===== src/rtl/cv32e40p_tmr_spare_voter.sv =====
// Majority voter over three active slots drawn from 3+NSPARE replicas; retires chronically disagreeing replicas and hot-swaps spares.
// Vote is combinational; remaps and fault flags take effect one cycle after the deciding sample; no backpressure.
module cv32e40p_tmr_spare_voter #(
    parameter  int unsigned NBIT          = 32,
    parameter  int unsigned NSPARE        = 1,
    parameter  int unsigned ERR_THRESHOLD = 4,
    parameter  int unsigned LEAK_EN       = 1,
    localparam int unsigned NREP          = 3 + NSPARE,
    localparam int unsigned CNT_W         = $clog2(ERR_THRESHOLD + 1),
    localparam int unsigned IDX_W         = $clog2(NREP)
) (
    input  logic                  clk,
    input  logic                  rst_n,
    input  logic                  sample_i,
    input  logic                  clear_cnt_i,
    input  logic [NREP*NBIT-1:0]  data_i,
    output logic [NBIT-1:0]       dataout_o,
    output logic                  error_detected_o,
    output logic                  uncorrectable_o,
    output logic [NREP-1:0]       faulty_o,
    output logic [3*IDX_W-1:0]    slot_map_o,
    output logic                  swap_o,
    output logic                  spare_exhausted_o
);

    logic [IDX_W-1:0] map_q [3];
    logic [IDX_W-1:0] map_d [3];
    logic [CNT_W-1:0] cnt_q [NREP];
    logic [CNT_W-1:0] cnt_d [NREP];
    logic [NREP-1:0]  faulty_q, faulty_d;
    logic             swap_q, swap_d;
    logic             exh_q, exh_d;

    logic [NBIT-1:0]  sd [3];
    logic [NBIT-1:0]  maj, ha, hb;
    logic [2:0]       healthy, mism, retire;
    logic [1:0]       nh;
    logic             got_a, got_b, disagree;
    logic [NREP-1:0]  avail;
    logic             found;

    always_comb begin
        for (int k = 0; k < 3; k++) begin
            sd[k]      = data_i[NBIT*int'(map_q[k]) +: NBIT];
            healthy[k] = !faulty_q[map_q[k]];
        end
    end

    // Voting: healthy-slot count selects normal / degraded / single behaviour.
    always_comb begin
        maj      = (sd[0] & sd[1]) | (sd[0] & sd[2]) | (sd[1] & sd[2]);
        nh       = 2'(healthy[0]) + 2'(healthy[1]) + 2'(healthy[2]);
        ha       = '0;
        hb       = '0;
        got_a    = 1'b0;
        got_b    = 1'b0;
        mism     = '0;
        disagree = 1'b0;
        dataout_o        = sd[0];
        error_detected_o = 1'b0;
        uncorrectable_o  = 1'b0;
        for (int k = 0; k < 3; k++) begin
            if (healthy[k]) begin
                if (!got_a) begin
                    ha    = sd[k];
                    got_a = 1'b1;
                end else if (!got_b) begin
                    hb    = sd[k];
                    got_b = 1'b1;
                end
            end
        end
        case (nh)
            2'd3: begin
                dataout_o = maj;
                for (int k = 0; k < 3; k++) mism[k] = (sd[k] != maj);
                error_detected_o = |mism;
            end
            2'd2: begin
                dataout_o        = ha;
                disagree         = (ha != hb);
                error_detected_o = disagree;
                uncorrectable_o  = disagree;
            end
            2'd1:    dataout_o = ha;
            default: dataout_o = sd[0];
        endcase
    end

    always_comb begin
        cnt_d    = cnt_q;
        map_d    = map_q;
        faulty_d = faulty_q;
        swap_d   = 1'b0;
        exh_d    = exh_q;
        retire   = '0;
        avail    = '0;
        found    = 1'b0;
        if (clear_cnt_i) begin
            for (int r = 0; r < NREP; r++) cnt_d[r] = '0;
        end else if (sample_i && !disagree) begin
            // A degraded-mode disagreement cannot be blamed on either slot, so it leaves counters alone.
            for (int k = 0; k < 3; k++) begin
                if (healthy[k]) begin
                    if (mism[k]) begin
                        if (cnt_q[map_q[k]] >= CNT_W'(ERR_THRESHOLD - 1)) begin
                            cnt_d[map_q[k]]    = CNT_W'(ERR_THRESHOLD);
                            faulty_d[map_q[k]] = 1'b1;
                            retire[k]          = 1'b1;
                        end else begin
                            cnt_d[map_q[k]] = cnt_q[map_q[k]] + CNT_W'(1);
                        end
                    end else if (LEAK_EN != 0 && cnt_q[map_q[k]] != '0) begin
                        cnt_d[map_q[k]] = cnt_q[map_q[k]] - CNT_W'(1);
                    end
                end
            end
        end
        avail = ~faulty_d;
        for (int k = 0; k < 3; k++) avail[map_q[k]] = 1'b0;
        // Spares are handed out lowest-index first, in ascending slot order.
        for (int k = 0; k < 3; k++) begin
            if (retire[k]) begin
                found = 1'b0;
                for (int r = 0; r < NREP; r++) begin
                    if (!found && avail[r]) begin
                        map_d[k] = IDX_W'(r);
                        avail[r] = 1'b0;
                        cnt_d[r] = '0;
                        found    = 1'b1;
                        swap_d   = 1'b1;
                    end
                end
                if (!found) exh_d = 1'b1;
            end
        end
    end

    always_ff @(posedge clk) begin
        if (!rst_n) begin
            for (int k = 0; k < 3; k++) map_q[k] <= IDX_W'(k);
            for (int r = 0; r < NREP; r++) cnt_q[r] <= '0;
            faulty_q <= '0;
            swap_q   <= 1'b0;
            exh_q    <= 1'b0;
        end else begin
            map_q    <= map_d;
            cnt_q    <= cnt_d;
            faulty_q <= faulty_d;
            swap_q   <= swap_d;
            exh_q    <= exh_d;
        end
    end

    always_comb begin
        for (int k = 0; k < 3; k++) slot_map_o[k*IDX_W +: IDX_W] = map_q[k];
    end

    assign faulty_o          = faulty_q;
    assign swap_o            = swap_q;
    assign spare_exhausted_o = exh_q;

endmodule

===== config.mk =====
export PLATFORM = sky130hd
export DESIGN_NAME = cv32e40p_tmr_spare_voter
export DESIGN_NICKNAME = d
export VERILOG_FILES = /design/src/rtl/cv32e40p_tmr_spare_voter.sv
export SDC_FILE = /design/constraint.sdc
export NUM_CORES = 1
export LEC_CHECK = 0
export CAP_MARGIN = 20
export CORE_ASPECT_RATIO = 2
export CORE_MARGIN = 4
export CORE_UTILIZATION = 60
export DETAILED_ROUTE_END_ITERATION = 6
export PLACE_DENSITY = 0.9
export SETUP_SLACK_MARGIN = 0.1
export SLEW_MARGIN = 30
export SYNTH_ARGS = -nofsm -noshare
export SYNTH_HDL_FRONTEND = slang
export SYNTH_SLANG_ARGS = --single-unit

===== constraint.sdc =====
create_clock -name clk -period 9.5 [get_ports clk]
set_input_delay 1.9 -clock clk [delete_from_list [all_inputs] [get_ports clk]]
set_output_delay 1.9 -clock clk [all_outputs]
set_load 0.01 [all_outputs]

After elaboration in Yosys (flattened, before gate mapping)
Cells that the tools add are included.
{ "op_classes": {"n_addsub": 8, "order_cmp": 15, "n_eq_ne": 7, "shift": 3, "n_mux": 173, "bitwise_logic": 27, "n_reduce_logical": 40} }
{ "ops": {"columns": ["operator", "n"], "rows": [
  ["$shiftx A128 B8 Y32", 3],
  ["$mux W32", 10],
  ["$mux W12", 21],
  ["$ne A32 B32 Y1", 4],
  ["$and A32 B32 Y32", 3],
  ["$bwmux W12", 6],
  ["$mux W3", 24],
  ["$mux W1", 69],
  ["$mux W4", 17],
  ["$or A32 B32 Y32", 2],
  ["$pmux W32 S2", 1],
  ["$and A8 B8 Y8", 3],
  ["$mux W2", 12],
  ["$not A8 Y8", 3],
  ["$or A4 B4 Y4", 6],
  ["$bmux W3 S2", 3],
  ["$demux W3 S2", 3],
  ["$logic_and A1 B1 Y1", 16],
  ["$not A4 Y4", 4],
  ["$logic_not A1 Y1", 13],
  ["$and A4 B4 Y4", 3],
  ["$reduce_bool A4 Y1", 3],
  ["$add A3 B1 Y3 const B", 3],
  ["$ge A3 B2 Y1 const B", 3],
  ["other kinds (17)", 38]
]} }
{ "word_totals": {"register_bits": 24, "in_bits": 132, "out_inout_bits": 46} }

Longest topological paths before layout
Gate-level depths: netlist of the first run.
{ "depth": {"word_depth": 73, "mapped_depth": 20, "depth_no_buf": 13} }

Worst setup path before layout of the first run
No wires, ideal clock.
{ "synth_path": {"kind": "input port to output port", "from": "input port data_i[114]", "to": "output port error_detected_o", "arrival_ps": 4465, "t_required_ps": 7600, "path_slack_ps": 3135, "path_stages": 10, "n_path_buf": 3, "path_cell_list": "mux4_2 -> clkbuf_1 -> nand3b_1 -> nand4_1 -> or4_1 -> o41a_1 -> clkbuf_1 -> clkbuf_1 -> nor3b_1 -> a21oi_1"} }
{ "synth_between": {"elab_chain_cells": 8} }
{ "synth_rtl": {"columns": ["item", "line", "rtl"], "rows": [
  ["from (decl)", "16", "input logic [NREP*NBIT-1:0] data_i,"],
  ["$shiftx A128 B8 Y32", "44", "sd[k] = data_i[NBIT*int'(map_q[k]) +: NBIT];"],
  ["$mux W32 (on tied branches)", "63, 64", null],
  ["$mux W32 (on tied branches)", "64, 63", null],
  ["$mux W32 (on tied branches)", "63, 67", null],
  ["$mux W32", "64", "if (!got_a) begin"],
  ["$mux W32", "63", "if (healthy[k]) begin"],
  ["$ne A32 B32 Y1", "81", "disagree = (ha != hb);"],
  ["$pmux W1 S2 (*)", "73", "case (nh)"],
  ["to (decl)", "18", "output logic error_detected_o,"]
]} }
Every way passes the cells marked *; elsewhere a longest branch is shown, timed or not.

Worst setup path in the final report of the first run
{ "layout_path": {"from": "input port data_i[116]", "to": "output port error_detected_o"} }
Same word-level chain as after synthesis.

==> results.cfg, run 1 <==
[outcome]
status = finished with violations
failed_checks = design-rule violations

[synth]
synth_nets = 1545
synth_edf_count = 0
syn_inst = 1397
synth_top_area_cell = mux4_2
netlist_area_um2 = 10660
ys_warn_count = 0
synth_top_area_frac = 0.2260
ys_types = 84
synth_ff_type = dfxtp_1
seq_area_frac_synth = 0.04507
ys_ff_latch = 24
async_reset_ff_frac = 0
synth.area.top_cells = mux4_2 (23%), o21ai_0 (6.8%), dfxtp_1 (4.5%), a21oi_1 (3.8%), nand2_1 (3.6%)
avgSynthCellArea_um2 = 7.632

[clock_network]
path_clk_slew_ns = 0.06
ctsLongestPathBuffers = 2
ctsHoldBuffers = 0
cts.sinks = 24
root_buffer = clkbuf_16
tritoncts.num_buffers = 3
cts_resized = 0
clock_latency_ns = 0.27
tritoncts = yes
h-tree-depth = 1
cts_setup_buffers = 0

[detailed_routing]
dr.first_iter.drc_count = 2107
wl_per_cell_um = 29.70
wl_um = 49840
post-route-drc-count = 38
via_count = 13610
first_pass_iters = 7
antenna_left = 0
via_per_inst = 8.108

[setup_path]
critPathLaunchType = input port
crit_path_top_delay_cell = o21ai_0
cpPeakStageDelay_ns = 0.80
cp.required_ns = 7.60
path_cells = clkdlybuf4s50_1, mux4_2, o21ai_0, a211oi_1, nand4_1, o41a_1, nor3b_1, a21oi_1, clkdlybuf4s50_1
worstPathArrival_ns = 5.93
crit_type = in2out
cpLargestDelayFamily = compound AO/OA/AOI/OAI gates
critPathMostFrequentCell = clkdlybuf4s50_1
endpoint_kind = output pin
cp_max_fo = 26
path_buf_inv = 2

[timing]
layout_worst_path_cycle_share = 0.8237
period_minus_slack_ns = 7.825
tns_ns = 0
setup_viol = 0
fmax_mhz = 127.8
maxSlewViolCount = 0
relSlewSlack = 0.3541
hold_viol_final = 0
fin_skew_ns = 0.007014
grt_setup_unrepaired = false
tightest_slew_ns = 0.9537

[floorplan]
die_h_um = 196.5
ioPinCount = 178
start_util = 0.6143
num_rows = 68
die_area_um2 = 20090
core_um2 = 17360
fp.dieW_um = 102.3

[power]
p_leak_nw = 4.166
power_uw = 615.4
peakVddDrop_mv = 0.1244
p_per_area_nw_per_um2 = 49.92

[global_route]
grt_pass1_wl_um = 75160
antenna_found_initial = 2
grt_start_max_net_pins = 65
first_global_vias = 13340
overflow = 0
grtUsageTotal = 0.4853

[final_layout]
drive_gt1_frac = 0.1274
final_common_cell = clkdlybuf4s50_1
area_growth_pct = 15.62
final_cell_mix = clkdlybuf4s50_1 (177), o21ai_0 (145), mux4_2 (107), nand2_1 (101), nor2_1 (93)
num-nets-final = 1618
diodes = 0

[placed_design]
gp_congestion = 1.118
post-dp-hpwl_um = 36720
io_buffers = 177

[job]
drv_cap = 0

[worst_hold_path]
min_path_type = reg2reg
## synth_stat cells, types with 23 or more instances
library cell and instances:
o21ai_0 145, mux4_2 107, nand2_1 101, nor2_1 93, a21oi_1 81, clkbuf_1 77
nand2b_1 54, nor2b_1 49, nand3b_1 44, o22ai_1 37, nand4_1 34, inv_1 32
o21a_1 31, nor3_1 30, a32oi_1 29, or3b_2 28, buf_2 27, dfxtp_1 24
a31oi_1 23
## worst min-delay path: stages, from the launching register on
cell and delay, ns:
dfxtp_1 0.35, nand2_1 0.07, a21oi_1 0.05
## area by class of cell
cell class                 count  area [µm²]
multi-input combinational   1205        9417
fill                        1414        5030
timing repair buffer         200        1944
sequential                    24       488.0
tap                          210       262.8
inverter                      36       140.1
clock buffer                   3       75.07
## power breakdown
group / switching (mW) / internal (mW)
clock: 0.0427 / 0.0561
combinational: 0.223 / 0.189
sequential: 0.00265 / 0.102
total: 0.269 / 0.347
## metal layers
layer / share of wire / vias up / GRT usage
li1: - / 5679 / -
met5: 0.00026 / - / 0
met4: 0.12 / 2 / 0.4273
met2: 0.49 / 1159 / 0.8199
met1: 0.29 / 6294 / 0.4709
met3: 0.10 / 472 / 0.1261
## worst paths after layout
| path | startpoint | endpoint | slack [ns] | cells past startpoint |
|---|---|---|---|---|
| worst max-delay path | data_i[116] | error_detected_o | 1.67 | 9 |
| worst min-delay path | cnt_q[11] | cnt_q[11] | 0.51 | 2 |
| worst max register to register | slot_map_o[4] | cnt_q[3] | 3.16 | 12 |
| worst min register to register | cnt_q[11] | cnt_q[11] | 0.51 | 2 |
## sequential cells by signal, summed over array words and instances (netlist names)
signal,flops
slot_map_o,6
swap_o,1
cnt_q,12
spare_exhausted_o,1
faulty_o,4
## cell families after synthesis
| kind of cell | share of synthesized area |
|---|---|
| simple gates | 0.2848 |
| compound gates | 0.3156 |
| buf+inv | 0.07311 |
| mux | 0.2403 |
| xor+xnor | 0.01972 |
| flops | 0.04507 |
| fa+ha+maj | 0.02136 |
## metrics by stage
stage | area, µm² | worst slack, ns | std cells | hold WS (ns) | util
finish | 12330 | 1.675 | 1678 | 0.5138 | 0.7102
detailed placement | 12240 | 1.918 | 1675 | 0.4979 | 0.7053
floorplan | 10660 | 3.135 | 1397 | 0.4607 | -
CTS | 12320 | 1.891 | 1678 | 0.5051 | 0.7096
global placement | 12240 | 1.942 | 1675 | 0.4784 | 0.7053
global route | 12330 | 1.577 | 1678 | 0.5266 | 0.7102
Note: power is estimated with default switching activity, not from simulation.
==> run 2: changes to the inputs <==
CORE_UTILIZATION = 57   (was 60)
PLACE_DENSITY = 0.86   (was 0.9)
clock period = 7.95 ns   (was 9.5 ns; I/O delays follow)
==> results.cfg, run 2 (synthesis gave the netlist of run 1 again) <==
[setup_path]
rr_startpoint = faulty_o[2]
r2r_end = cnt_q[3]
reg2reg_depth = 13
crit_type = in2out
endpoint_kind = output pin
cp_max_fo = 9
crit_end = error_detected_o
critPathLaunchType = input port
cp.required_ns = 6.36
reg2reg_slack_ns = 1.74
startpoint = data_i[58]
worstPathArrival_ns = 5.32

[placed_design]
dp_slack_ns = 1.185
gp_congestion = 1.106
post-dp-hpwl_um = 36740
io_buffers = 177
placed_cells_incl_taps = 1686

[timing]
hold_viol_final = 0
setup_viol = 0
grt_setup_unrepaired = false
tns_ns = 0
setup_ws_ns = 1.040
fin_skew_ns = 0.003747
tightest_slew_ns = 0.9675
period_minus_slack_ns = 6.910
maxSlewViolCount = 0
layout_worst_path_cycle_share = 0.8692
relSlewSlack = 0.3448
fmax_mhz = 144.7

[floorplan]
num_rows = 70
core_um2 = 18310
die_area_um2 = 21090
fp.dieW_um = 104.7
ioPinCount = 178
start_util = 0.5824
die_h_um = 201.4

[worst_hold_path]
min_path_type = reg2reg
hold-path-cell-count = 2

[detailed_routing]
dr.first_iter.drc_count = 1769
via_per_inst = 7.870
wl_per_cell_um = 29.21
post-route-drc-count = 4
antenna_left = 0
first_pass_iters = 7
top_layer_used = met4
met1_length_um = 15170
route.met2.wl_um = 24990
dr_wl_met3_um = 4107
via_count = 13320
wl_um = 49430

[global_route]
first_global_vias = 12730
grtUsageTotal = 0.4497
overflow = 0
grt_pass1_wl_um = 74250
antenna_found_initial = 2
grt_start_max_net_pins = 74

[final_layout]
regMostFlops = cnt_q
fin_cells = 1692
final_cell_mix = clkdlybuf4s50_1 (177), o21ai_0 (145), mux4_2 (107), nand2_1 (101), nor2_1 (93)
num-fill-cells = 1606
seqCellArea_um2 = 488.0
drive_gt1_frac = 0.1316
final_common_cell = clkdlybuf4s50_1
area_growth_pct = 16.18
num-nets-final = 1623
multi_input_area_um2 = 9413
largest_register_ffs = 12

[clock_network]
h-tree-depth = 1
tritoncts = yes
cts_resized = 0
ctsHoldBuffers = 0
clock_latency_ns = 0.27
path_clk_slew_ns = 0.06
ctsLongestPathBuffers = 2
cts.sinks = 24
tritoncts.num_buffers = 3
cts_setup_buffers = 0
root_buffer = clkbuf_16

[outcome]
failed_checks = design-rule violations
status = finished with violations

[power]
peakVddDrop_mv = 0.1901
p_per_area_nw_per_um2 = 59.88
p_leak_nw = 4.199

[job]
drv_cap = 0
run 2: cell types whose count changed in the layout (fill, tap and decap cells not counted):
cell	delta
diode_2	+2
buf_4	+5
a2111oi_0	-1
a2111oi_1	+1
a211oi_2	+1
a211oi_1	-1
ha_2	+1
clkbuf_8	+1
ha_4	-1
run 2: power breakdown:
part           leakage, nW  switching (mW)  internal (mW)
logic                 3.96           0.264          0.226
registers            0.195         0.00304          0.122
clock network       0.0442          0.0503         0.0773
total                 4.20           0.317          0.425
run 2: cell type report:
class	count	share of cell area
diodes	2	0.0004040
clock buffers	4	0.007172
inverters	36	0.01131
multi-input cells	1205	0.7599
flip-flops and latches	24	0.03939
well taps	216	0.02182
repair buffers	205	0.1600
run 2: critical path: stages:
cell	delay (ns)
clkdlybuf4s50_1	0.52
mux4_2	0.42
nor2b_1	0.32
a211oi_1	0.15
a211o_1	0.31
or4_1	0.51
nor4_2	0.32
nand2_1	0.11
o21ai_1	0.42
a21oi_1	0.13
clkdlybuf4s50_1	0.51
run 2: layer usage:
layer,vias up,track usage
li1,5688,-
met1,6301,0.4616
met2,990,0.8048
met3,337,0.06485
met4,0,0.3534
met5,-,0
run 2: worst min-delay path by stage:
stage	slack (ns)	from	to
floorplan	0.46	cnt_q[8]	cnt_q[8]
global placement	0.49	cnt_q[11]	cnt_q[11]
detailed placement	0.51	cnt_q[8]	cnt_q[8]
CTS	0.52	cnt_q[8]	cnt_q[8]
global route	0.56	cnt_q[11]	cnt_q[11]
finish	0.53	cnt_q[8]	cnt_q[8]
run 2: metrics by stage:
step	util	hold WS (ns)	cell area, µm²	power (mW)
6_report	0.6767	0.5274	12390	0.7417
2_1_floorplan	-	0.4607	10660	0.3967
4_1_cts	0.6761	0.5203	12380	0.7213
3_5_place_dp	0.6712	0.5112	12290	0.5942
5_1_grt	0.6767	0.5596	12390	0.7700
3_3_place_gp	0.6712	0.4882	12290	0.5858
